<file path="config.mk">
export PLATFORM = sky130hd
export DESIGN_NAME = mem_trace_uart_tx_flat
export DESIGN_NICKNAME = d
export VERILOG_FILES = /design/src/rtl/mem_trace_pkg.sv /design/src/rtl/mem_trace_uart_tx_if.sv /design/src/rtl/uart_tx_byte.sv /design/src/rtl/mem_trace_uart_tx.sv /design/src/flat_wrapper.sv
export SDC_FILE = /design/constraint.sdc
export NUM_CORES = 1
export LEC_CHECK = 0
export CAP_MARGIN = 20
export CORE_MARGIN = 2
export CORE_UTILIZATION = 40
export CTS_BUF_LIST = sky130_fd_sc_hd__clkbuf_8 sky130_fd_sc_hd__clkbuf_16
export CTS_CLUSTER_DIAMETER = 100
export DETAILED_ROUTE_END_ITERATION = 12
export GPL_TIMING_DRIVEN = 0
export PLACE_DENSITY = 0.56
export SYNTH_ARGS = -nofsm -noshare
export SYNTH_HDL_FRONTEND = slang
export SYNTH_SLANG_ARGS = --single-unit
</file>
<file path="constraint.sdc">
create_clock -name clk -period 5.4 [get_ports clk]
set_clock_uncertainty 0.05 [all_clocks]
set_input_delay 0.54 -clock clk [delete_from_list [all_inputs] [get_ports clk]]
set_output_delay 0.54 -clock clk [all_outputs]
set_load 0.005 [all_outputs]
</file>
<file path="src/rtl/mem_trace_pkg.sv">
// Shared definitions for the memory-bus trace UART transmitter.
//   LINE_LEN / SEP_IDX / SEP_CHAR / EOL_CHAR : layout of one 18-byte ASCII line
//   trace_entry_t                            : one captured bus transaction
//   fmt_state_t / ser_state_t                : formatter and serializer FSM states
//   hex_ascii()                              : nibble -> uppercase ASCII hex digit
package mem_trace_pkg;

    localparam int         LINE_LEN = 18;
    localparam int         SEP_IDX  = 8;
    localparam logic [7:0] SEP_CHAR = 8'h20;
    localparam logic [7:0] EOL_CHAR = 8'h0A;

    typedef struct packed {
        logic [31:0] addr;
        logic [31:0] data;
    } trace_entry_t;

    typedef enum logic {
        FMT_IDLE,
        FMT_EMIT
    } fmt_state_t;

    typedef enum logic [1:0] {
        SER_IDLE,
        SER_START,
        SER_DATA,
        SER_STOP
    } ser_state_t;

    // 0-9 -> '0'-'9' (0x30-0x39), A-F -> 'A'-'F' (0x41-0x46)
    function automatic logic [7:0] hex_ascii(input logic [3:0] nibble);
        if (nibble < 4'd10) begin
            return 8'h30 + {4'h0, nibble};
        end
        return 8'h37 + {4'h0, nibble};
    endfunction

endpackage

</file>
<file path="src/rtl/mem_trace_uart_tx_if.sv">
// Trace bus: one-cycle strobe carrying a bus transaction's address and data.
//   trace_valid : address/data valid this cycle
//   trace_addr  : transaction address
//   trace_data  : transaction data
// master drives the bus (MCU top / bench), slave samples it (trace transmitter).
interface mem_trace_uart_tx_if;

    logic        trace_valid;
    logic [31:0] trace_addr;
    logic [31:0] trace_data;

    modport master (
        output trace_valid,
        output trace_addr,
        output trace_data
    );

    modport slave (
        input trace_valid,
        input trace_addr,
        input trace_data
    );

endinterface

</file>
<file path="src/rtl/uart_tx_byte.sv">
// 8N1 UART byte serializer with a valid/ready byte handshake.
//   clk, reset_n : clock, asynchronous active-low reset
//   byte_valid   : byte_data is offered
//   byte_data    : byte to send, d0 first
//   byte_ready   : byte accepted when byte_valid & byte_ready; high in idle and
//                  in the final cycle of the stop bit, so frames can abut
//   tx           : serial output, idle high
//   busy         : a frame is in progress
// Every bit, including start and stop, lasts exactly DIV clock cycles.
module uart_tx_byte
    import mem_trace_pkg::*;
#(
    parameter int DIV = 434
) (
    input  logic       clk,
    input  logic       reset_n,
    input  logic       byte_valid,
    input  logic [7:0] byte_data,
    output logic       byte_ready,
    output logic       tx,
    output logic       busy
);

    localparam int CW = (DIV > 1) ? $clog2(DIV) : 1;

    if (DIV < 2) begin : g_div_check
        $error("uart_tx_byte: DIV must be at least 2");
    end

    ser_state_t    state_reg, state_next;
    logic [CW-1:0] cnt_reg, cnt_next;
    logic [2:0]    bit_reg, bit_next;
    logic [7:0]    shift_reg, shift_next;
    logic          tx_reg, tx_next;
    logic          bit_last;

    assign bit_last = (cnt_reg == CW'(DIV - 1));

    always_ff @(posedge clk or negedge reset_n) begin
        if (!reset_n) begin
            state_reg <= SER_IDLE;
            cnt_reg   <= '0;
            bit_reg   <= '0;
            shift_reg <= '0;
            tx_reg    <= 1'b1;
        end else begin
            state_reg <= state_next;
            cnt_reg   <= cnt_next;
            bit_reg   <= bit_next;
            shift_reg <= shift_next;
            tx_reg    <= tx_next;
        end
    end

    always_comb begin
        state_next = state_reg;
        cnt_next   = cnt_reg;
        bit_next   = bit_reg;
        shift_next = shift_reg;
        tx_next    = tx_reg;
        byte_ready = 1'b0;

        case (state_reg)
            SER_IDLE: begin
                byte_ready = 1'b1;
                if (byte_valid) begin
                    state_next = SER_START;
                    cnt_next   = '0;
                    shift_next = byte_data;
                    tx_next    = 1'b0;
                end
            end
            SER_START: begin
                if (bit_last) begin
                    state_next = SER_DATA;
                    cnt_next   = '0;
                    bit_next   = '0;
                    tx_next    = shift_reg[0];
                end else begin
                    cnt_next = cnt_reg + 1'b1;
                end
            end
            SER_DATA: begin
                if (bit_last) begin
                    cnt_next = '0;
                    if (bit_reg == 3'd7) begin
                        state_next = SER_STOP;
                        tx_next    = 1'b1;
                    end else begin
                        bit_next   = bit_reg + 1'b1;
                        shift_next = {1'b0, shift_reg[7:1]};
                        tx_next    = shift_reg[1];
                    end
                end else begin
                    cnt_next = cnt_reg + 1'b1;
                end
            end
            SER_STOP: begin
                if (bit_last) begin
                    // Accepting here starts the next frame with no idle gap
                    byte_ready = 1'b1;
                    cnt_next   = '0;
                    if (byte_valid) begin
                        state_next = SER_START;
                        shift_next = byte_data;
                        tx_next    = 1'b0;
                    end else begin
                        state_next = SER_IDLE;
                    end
                end else begin
                    cnt_next = cnt_reg + 1'b1;
                end
            end
            default: begin
                state_next = SER_IDLE;
                tx_next    = 1'b1;
            end
        endcase
    end

    assign tx   = tx_reg;
    assign busy = (state_reg != SER_IDLE);

endmodule

</file>
<file path="src/rtl/mem_trace_uart_tx.sv">
// Bus-trace transmitter: captures {addr, data} transactions into a small FIFO
// and streams each as "AAAAAAAA DDDDDDDD\n" (uppercase hex) over a UART pin.
//   clk, reset_n : clock, asynchronous active-low reset (discards all entries)
//   capture_en   : qualifies trace.trace_valid
//   trace        : trace bus (valid strobe, addr, data)
//   overflow_clr : synchronous clear of overflow (a same-cycle drop wins)
//   tx           : UART 8N1 output, idle high
//   busy         : FIFO non-empty, line being formatted, or frame in flight
//   overflow     : sticky, a transaction was dropped because the FIFO was full
module mem_trace_uart_tx
    import mem_trace_pkg::*;
#(
    parameter int CLK_FREQUENCY = 50_000_000,
    parameter int BAUD_RATE     = 115200,
    parameter int FIFO_DEPTH    = 4
) (
    input  logic                clk,
    input  logic                reset_n,
    input  logic                capture_en,
    mem_trace_uart_tx_if.slave  trace,
    input  logic                overflow_clr,
    output logic                tx,
    output logic                busy,
    output logic                overflow
);

    localparam int DIV = CLK_FREQUENCY / BAUD_RATE;
    localparam int AW  = (FIFO_DEPTH > 1) ? $clog2(FIFO_DEPTH) : 1;

    if (DIV < 2) begin : g_div_check
        $error("mem_trace_uart_tx: CLK_FREQUENCY / BAUD_RATE must be at least 2");
    end
    if (FIFO_DEPTH < 2 || (FIFO_DEPTH & (FIFO_DEPTH - 1)) != 0) begin : g_depth_check
        $error("mem_trace_uart_tx: FIFO_DEPTH must be a power of two >= 2");
    end

    // ---------------- FIFO ----------------
    trace_entry_t fifo_mem [FIFO_DEPTH];
    logic [AW:0]  wr_ptr_reg, rd_ptr_reg;
    logic         fifo_ready_reg;
    logic         overflow_reg;
    logic         fifo_empty, fifo_full, push, drop, pop;

    assign fifo_empty = (wr_ptr_reg == rd_ptr_reg);
    assign fifo_full  = (wr_ptr_reg[AW] != rd_ptr_reg[AW]) &&
                        (wr_ptr_reg[AW-1:0] == rd_ptr_reg[AW-1:0]);
    // Full is judged before any same-cycle pop, so such a push is dropped
    assign push = trace.trace_valid & capture_en & ~fifo_full;
    assign drop = trace.trace_valid & capture_en & fifo_full;

    always_ff @(posedge clk) begin
        if (push) begin
            fifo_mem[wr_ptr_reg[AW-1:0]] <= '{addr: trace.trace_addr, data: trace.trace_data};
        end
    end

    // fifo_ready_reg is a registered non-empty flag: it keeps the capture path
    // off the formatter's pop decision. It is one cycle stale after a pop, but
    // the formatter is then in EMIT for a whole line and never sees the stale value.
    always_ff @(posedge clk or negedge reset_n) begin
        if (!reset_n) begin
            wr_ptr_reg     <= '0;
            rd_ptr_reg     <= '0;
            fifo_ready_reg <= 1'b0;
            overflow_reg   <= 1'b0;
        end else begin
            if (push) begin
                wr_ptr_reg <= wr_ptr_reg + 1'b1;
            end
            if (pop) begin
                rd_ptr_reg <= rd_ptr_reg + 1'b1;
            end
            fifo_ready_reg <= ~fifo_empty;
            if (drop) begin
                overflow_reg <= 1'b1;
            end else if (overflow_clr) begin
                overflow_reg <= 1'b0;
            end
        end
    end

    // ---------------- Formatter ----------------
    fmt_state_t  fmt_state_reg, fmt_state_next;
    logic [4:0]  char_idx_reg, char_idx_next;
    logic [63:0] line_reg, line_next;
    logic        byte_valid, byte_ready, ser_busy;
    logic [7:0]  byte_data;

    always_ff @(posedge clk or negedge reset_n) begin
        if (!reset_n) begin
            fmt_state_reg <= FMT_IDLE;
            char_idx_reg  <= '0;
            line_reg      <= '0;
        end else begin
            fmt_state_reg <= fmt_state_next;
            char_idx_reg  <= char_idx_next;
            line_reg      <= line_next;
        end
    end

    // line_reg holds {addr, data}; each accepted hex char shifts it left one
    // nibble, so the next digit is always line_reg[63:60].
    always_comb begin
        fmt_state_next = fmt_state_reg;
        char_idx_next  = char_idx_reg;
        line_next      = line_reg;
        pop            = 1'b0;
        byte_valid     = 1'b0;
        byte_data      = 8'h00;

        case (fmt_state_reg)
            FMT_IDLE: begin
                if (fifo_ready_reg) begin
                    pop            = 1'b1;
                    line_next      = fifo_mem[rd_ptr_reg[AW-1:0]];
                    char_idx_next  = '0;
                    fmt_state_next = FMT_EMIT;
                end
            end
            FMT_EMIT: begin
                byte_valid = 1'b1;
                if (char_idx_reg == 5'(SEP_IDX)) begin
                    byte_data = SEP_CHAR;
                end else if (char_idx_reg == 5'(LINE_LEN - 1)) begin
                    byte_data = EOL_CHAR;
                end else begin
                    byte_data = hex_ascii(line_reg[63:60]);
                end

                if (byte_ready) begin
                    if (char_idx_reg == 5'(LINE_LEN - 1)) begin
                        fmt_state_next = FMT_IDLE;
                    end else begin
                        char_idx_next = char_idx_reg + 1'b1;
                    end
                    if (char_idx_reg != 5'(SEP_IDX) && char_idx_reg != 5'(LINE_LEN - 1)) begin
                        line_next = {line_reg[59:0], 4'h0};
                    end
                end
            end
            default: begin
                fmt_state_next = FMT_IDLE;
            end
        endcase
    end

    // ---------------- Serializer ----------------
    uart_tx_byte #(
        .DIV (DIV)
    ) u_uart_tx_byte (
        .clk        (clk),
        .reset_n    (reset_n),
        .byte_valid (byte_valid),
        .byte_data  (byte_data),
        .byte_ready (byte_ready),
        .tx         (tx),
        .busy       (ser_busy)
    );

    assign busy     = ~fifo_empty | (fmt_state_reg == FMT_EMIT) | ser_busy;
    assign overflow = overflow_reg;

endmodule

</file>
<file path="src/flat_wrapper.sv">
// flat-port wrapper written by rule: the top's interface ports become plain ports
module mem_trace_uart_tx_flat import mem_trace_pkg::*;
#(
    parameter int CLK_FREQUENCY = 50_000_000,
    parameter int BAUD_RATE     = 115200,
    parameter int FIFO_DEPTH    = 4
)
  (clk, reset_n, capture_en, overflow_clr, tx, busy, overflow, trace_trace_valid, trace_trace_addr, trace_trace_data);
  mem_trace_uart_tx_if trace_i ();
  input  logic clk;
  input  logic reset_n;
  input  logic capture_en;
  input  logic overflow_clr;
  output logic tx;
  output logic busy;
  output logic overflow;
  input wire logic [$bits(trace_i.trace_valid)-1:0] trace_trace_valid;
  input wire logic [$bits(trace_i.trace_addr)-1:0] trace_trace_addr;
  input wire logic [$bits(trace_i.trace_data)-1:0] trace_trace_data;
  assign trace_i.trace_valid = trace_trace_valid;
  assign trace_i.trace_addr = trace_trace_addr;
  assign trace_i.trace_data = trace_trace_data;
  mem_trace_uart_tx #(.CLK_FREQUENCY(CLK_FREQUENCY), .BAUD_RATE(BAUD_RATE), .FIFO_DEPTH(FIFO_DEPTH)) u_core (.clk(clk), .reset_n(reset_n), .capture_en(capture_en), .trace(trace_i), .overflow_clr(overflow_clr), .tx(tx), .busy(busy), .overflow(overflow));
endmodule
</file>
# Yosys cells after proc, flatten, opt, wreduce, memory -nomap -nowiden
# Memories as Yosys holds them, arrays and structs flattened.
# Index checks and enable logic that the tools add are counted.
word_totals:
  regBits: 101
  ramBits: 256
  input_bits: 69
  output_inout_bits: 3
  word_cells: 119
  mem_count: 1
classes:
  n_addsub: 7
  n_lt_le_gt_ge: 1
  eq_ne: 22
  muxes: 54
  bitwise: 8
  reduce_logical: 14
memory_table:
  columns: ["name", "words", "width", "rd", "rd_ports_with_merged_regs", "wr", "line", "source"]
  rows:
  - ["u_core.fifo_mem", 4, 64, 1, 0, 1, "mem_trace_uart_tx.sv:38", "trace_entry_t fifo_mem [FIFO_DEPTH];"]
op_table:
  columns: ["cell", "count"]
  rows:
  - ["$mux W64", 3]
  - ["$pmux W64 S2", 1]
  - ["$mux W8", 9]
  - ["$pmux W8 S3", 1]
  - ["$mux W1", 20]
  - ["$mux W9", 2]
  - ["$pmux W9 S2", 1]
  - ["$ne A2 B2 Y1 const B", 8]
  - ["$mux W5", 3]
  - ["$add A6 B4 Y7 const A", 2]
  - ["$mux W2", 5]
  - ["$pmux W5 S2", 1]
  - ["$add A3 B1 Y3 const B", 3]
  - ["$add A9 B1 Y9 const B", 1]
  - ["$eq A9 B9 Y1 const B", 1]
  - ["$mux W3", 3]
  - ["$reduce_and A3 Y1", 3]
  - ["$pmux W2 S4", 1]
  - ["$reduce_and A4 Y1", 2]
  - ["$pmux W3 S2", 1]
  - ["$reduce_bool A2 Y1", 3]
  - ["$add A5 B1 Y5 const B", 1]
  - ["$eq A5 B4 Y1 const B", 1]
  - ["$eq A5 B5 Y1 const B", 1]
  - ["other kinds (20)", 29]

# Depth between registers and ports, before layout
depth:
  ltp_word: 12
  mapped_depth: 9
  depth_no_buf: 7

# Hierarchy
# From an unflattened synthesis, not the netlist that was laid out.
hier_totals:
  cells_unflattened: 990
  hier_area_um2: 15254.6
by_module_without_submodules:
  columns: ["mod", "n_inst", "cells_per_inst", "area_each_um2", "seq_area_each_um2"]
  rows:
  - ["mem_trace_uart_tx", 1, 842, 13840.8, 9639.2]
  - ["uart_tx_byte", 1, 148, 1413.9, 576.8]

# Worst setup path before layout
# Ideal clock, no wire load.
synth_path:
  kind: "flip-flop to flip-flop"
  startpoint: "reg u_core.rd_ptr_reg[0]"
  endpoint: "mem u_core.fifo_mem[3][0] in the netlist's numbering (enable)"
  setup_time_ns: 0.430
  arrival_ns: 2.753
  required_ns: 4.920
  path_slack_ns: 2.167
  stages_incl_launch_ff: 6
  n_path_buf: 1
  period_less_slack_ns: 3.233
  path_cell_list: "dfrtp_1 buf_2 xor2_1 nor2_1 a21oi_1 and2_1"
synth_via:
  elab_chain_len: 6
synth_lines:
  columns: ["item", "line", "source"]
  rows:
  - ["from (decl)", "mem_trace_uart_tx.sv:39", "logic [AW:0] wr_ptr_reg, rd_ptr_reg;"]
  - ["from (signal assigned)", "mem_trace_uart_tx.sv:71", "rd_ptr_reg <= rd_ptr_reg + 1'b1;"]
  - ["$eq A2 B2 Y1", "mem_trace_uart_tx.sv:46", "(wr_ptr_reg[AW-1:0] == rd_ptr_reg[AW-1:0]);"]
  - ["$logic_and A1 B1 Y1", "mem_trace_uart_tx.sv:45", "assign fifo_full = (wr_ptr_reg[AW] != rd_ptr_reg[AW]) &&"]
  - ["$not A1 Y1", "mem_trace_uart_tx.sv:48", "assign push = trace.trace_valid & capture_en & ~fifo_full;"]
  - ["$and A1 B1 Y1", "mem_trace_uart_tx.sv:48", null]
  - ["$mux W1", "mem_trace_uart_tx.sv:52", "if (push) begin"]
  - ["$mux W1 (implied by the code)", "mem_trace_uart_tx.sv:53", "fifo_mem[wr_ptr_reg[AW-1:0]] <= '{addr: trace.trace_addr, data: trace.trace_data};"]
  - ["to (decl)", "mem_trace_uart_tx.sv:38", null]
# Every way passes these cells.

# Worst setup path after layout
layout_path:
  startpoint: "reg u_core.u_uart_tx_byte.state_reg[0]"
  endpoint: "out busy"
layout_via:
  elab_chain_len: 2
layout_lines:
  columns: ["item", "line", "source"]
  rows:
  - ["from (decl)", "uart_tx_byte.sv:30", "ser_state_t state_reg, state_next;"]
  - ["from (signal assigned)", "uart_tx_byte.sv:47", "state_reg <= state_next;"]
  - ["$reduce_bool A2 Y1", "uart_tx_byte.sv:122", "assign busy = (state_reg != SER_IDLE);"]
  - ["$or A1 B1 Y1", "mem_trace_uart_tx.sv:160", "assign busy = ~fifo_empty | (fmt_state_reg == FMT_EMIT) | ser_busy;"]
  - ["to (decl)", "flat_wrapper.sv:15", "output logic busy;"]
# Every way passes these cells.

==> summary.md <==
| Metric | Value |
|---|---|
| Status | `finished clean` |
| Total global-route track usage | `0.1491` |
| Predominant post-synthesis flop cell | `edfxtp_1` |
| Post-CTS sizing | `0` |
| Synth top area cells | `edfxtp_1 (53%), dfrtp_1 (17%), mux4_2 (9.9%)` |
| Fraction of layout cells with a size suffix above 1 | `0.2948` |
| Starting Density | `0.4025` |
| Yosys warning total | `0` |
| Critical Path Source Type | `register` |
| Synth cell types | `50` |
| Most frequent CP cell | `inv_1` |
| Setup bufs post-CTS | `0` |
| Post-Syn Area | `14630 µm²` |
| Worst-skew pair later-pin latency | `540 ps` |
| DP Wirelength | `16650 µm` |
| Req. time, crit path | `4810 ps` |
| Share of flip-flops with an asynchronous set or reset | `0.2809` |
| WL final | `27530 µm` |
| RSZ-0062 raised after global routing | `false` |
| Grt ovf | `0` |
| Core Footprint | `36350 µm²` |
| Seq/Total Area, Yosys | `0.6966` |
| Largest net degree at the start of global routing | `54` |
| Share of the synthesized area in the top cell type | `0.5254` |
| First-pass GRT wire length | `43660 µm` |
| Setup TNS Final | `0 ps` |
| Worst endpoint data arrival time | `2750 ps` |
| Total of max-cap violations | `0` |
| Yosys top cell by area | `edfxtp_1` |
| Final setup vio count | `0` |
| DRC marker count from the first detailed-route iteration | `396` |
| VDD IR max | `253.5 µV` |
| Leak Pwr | `6.446 nW` |
| Post-synth EDFFs | `256` |
| Largest register FFs | `256` |
| Slew headroom | `0.3885` |
| Placer Congestion | `0.7613` |
| Cell breakdown of the critical path | `inv_1 -> ha_1 -> inv_1 -> nor2_1 -> nand3_1 -> clkdlybuf4s50_1` |
| Maximum clock frequency | `299.4 MHz` |
| H-tree depth | `2` |
| Fin util | `0.4774` |
| Final Hold Fails | `0` |
| Worst Hold Margin | `28.06 ps` |
| Sink Count | `356` |
| Most common cell in the netlist | `edfxtp_1` |
| Full die area | `38120 µm²` |
| Period minus WS final | `3340 ps` |
| # fillers | `3040` |
| Post-Syn Nets | `857` |
| Buffers & Inverters on Critical Path | `3` |
| Pre-CTS setup slack | `2365 ps` |
| Crit Path Category | `register to primary output` |
| Critical-path maximum fanout | `10` |
| R2R depth | `6` |
| DR vias/cell | `5.123` |
| Worst Setup End Kind | `primary output` |
| CP Depth | `6` |
| Clk slew on worst S/H paths | `60 ps` |
| Max incr delay on CP | `540 ps` |
| Delay-heaviest family, CP | `buffers and inverters` |
| Initial antenna violation count | `1` |
| Vias in the first global route | `7470` |
| Max Slew Vio Count | `0` |
| Cts hold-fix bufs | `0` |
| Final WS setup | `2060 ps` |
| Post-route ant nets | `0` |
| Clock buffer depth | `3` |
| Synth cell count leaders | `edfxtp_1 (256), dfrtp_1 (99), mux2_2 (64), mux4_2 (64), mux2_4 (53)` |
| CTS root buf | `clkbuf_16` |
| Row count | `70` |
| Tightest Pin Transition | `917.3 ps` |
| Drt pass-1 iters | `5` |
| Final Power | `0.007999 W` |
| Final period util | `0.6185` |
| Port bufs | `71` |
| Die height | `195.2 µm` |
| Pwr Density | `460.9 nW/µm²` |
| Drt wl/cell | `19.86 µm` |
| Slowest stage cell, crit path | `nor2_1` |
| IO Pins | `72` |
| Synth Instances | `770` |
| Total number of vias | `7100` |
| Chip width | `195.2 µm` |
| Area Overhead vs Synth | `18.61%` |
| CTS tree | `built` |
| Syn_area_per_cell | `19.00 µm²` |
| Hold Path Class | `primary input to asynchronous set/reset pin` |
| Cts bufs inserted | `38` |
| Residual DRC | `0` |
| Nets | `973` |
| Synthesis-stage register bit count | `356` |
-- metal layers --
layer | GRT usage | up-vias | part of all wire
met4 | 0.04297 | 0 | 0.019
met5 | 0 | - | 0
met2 | 0.2382 | 129 | 0.48
met1 | 0.2102 | 3660 | 0.46
li1 | - | 3268 | -
met3 | 0.02781 | 43 | 0.046
-- worst paths after layout --
kind / start / end / slack (ps)
worst min register to register: u_core.u_uart_tx_byte.shift_reg[3]$_DFFE_PN0P_ / u_core.u_uart_tx_byte.shift_reg[3]$_DFFE_PN0P_ / 440
max in group asynchronous: reset_n / u_core.line_reg[48]$_DFFE_PN0P_ / 4560
worst max register to register: u_core.rd_ptr_reg[0]$_DFFE_PN0P_ / u_core.fifo_mem[2][58]$_DFFE_PP_ / 2420
worst max-delay path: u_core.u_uart_tx_byte.state_reg[0]$_DFFE_PN0P_ / busy / 2060
min in group clk: u_core.u_uart_tx_byte.shift_reg[3]$_DFFE_PN0P_ / u_core.u_uart_tx_byte.shift_reg[3]$_DFFE_PN0P_ / 440
worst min-delay path: reset_n / u_core.u_uart_tx_byte.cnt_reg[0]$_DFFE_PN0N_ / 30
-- cells in the final DEF (no fill, tap or decap), drive strengths merged, types with 2 or more instances in the layout --
master	synthesis	routed
o21bai	3	3
nand3	7	7
nand2	28	28
a21oi	6	6
xor2	7	7
buf	20	26
a21o	4	4
o22ai	2	2
ha	18	18
xnor2	5	5
edfxtp	256	256
mux4	64	64
dfrtp	99	99
o21ai	30	30
a2bb2oi	3	3
and2	5	5
inv	18	22
a22o	9	9
diode	0	2
and3	2	2
nand4	3	3
mux2	117	117
clkbuf	15	62
clkinv	0	16
nor2	16	16
clkdlybuf4s50	0	70
nor2b	3	3
a22oi	2	2
o31ai	3	3
bufinv	0	2
nand3b	2	2
mux2i	6	6
-- power by group --
group	internal [W]	switching, W	leakage, nW
combinational	0.000947	0.000742	2.25
sequential	0.00347	0.000244	3.55
clock	0.00152	0.00108	0.642
-- per-stage QoR --
stage | std cells | area (µm²)
global placement | 1309 | 15930
detailed placement | 1314 | 16070
floorplan | 770 | 14630
global route | 1384 | 17350
finish | 1386 | 17350
CTS | 1384 | 17350
-- cell type report --
class,count,area [µm²],share of cell area
diodes,2,5.005,0.0002884
clock inverters,23,201.4,0.01161
flip-flops and latches,356,10190,0.5873
inverters,18,67.56,0.003894
multi-input cells,361,4187,0.2413
clock buffers,47,1075,0.06194
repair buffers,76,845.8,0.04874
well taps,468,585.6,0.03374
plain buffers,35,195.2,0.01125
-- worst register-to-register path: cells and delay by family (launching register included) --
family,cells,cell delay (ps)
AO/OA/AOI/OAI,1,620
XOR/XNOR,1,170
buffers and inverters,2,660
flip-flops,1,400
AND/OR/NAND/NOR,2,740
-- cells by family (layout without fill, tap and decap cells) --
family,Yosys count,after routing,synth area share
buffers and inverters,53,199,0.01796
DFF,356,356,0.6966
and+or+nand+nor,75,75,0.02608
xor gates and xnor gates,12,12,0.007184
other,0,2,0
adders and majority gates,18,18,0.01539
muxes,187,187,0.2063
AOI/OAI and AO/OA,69,69,0.03053
Note: power is estimated with default switching activity, not from simulation.
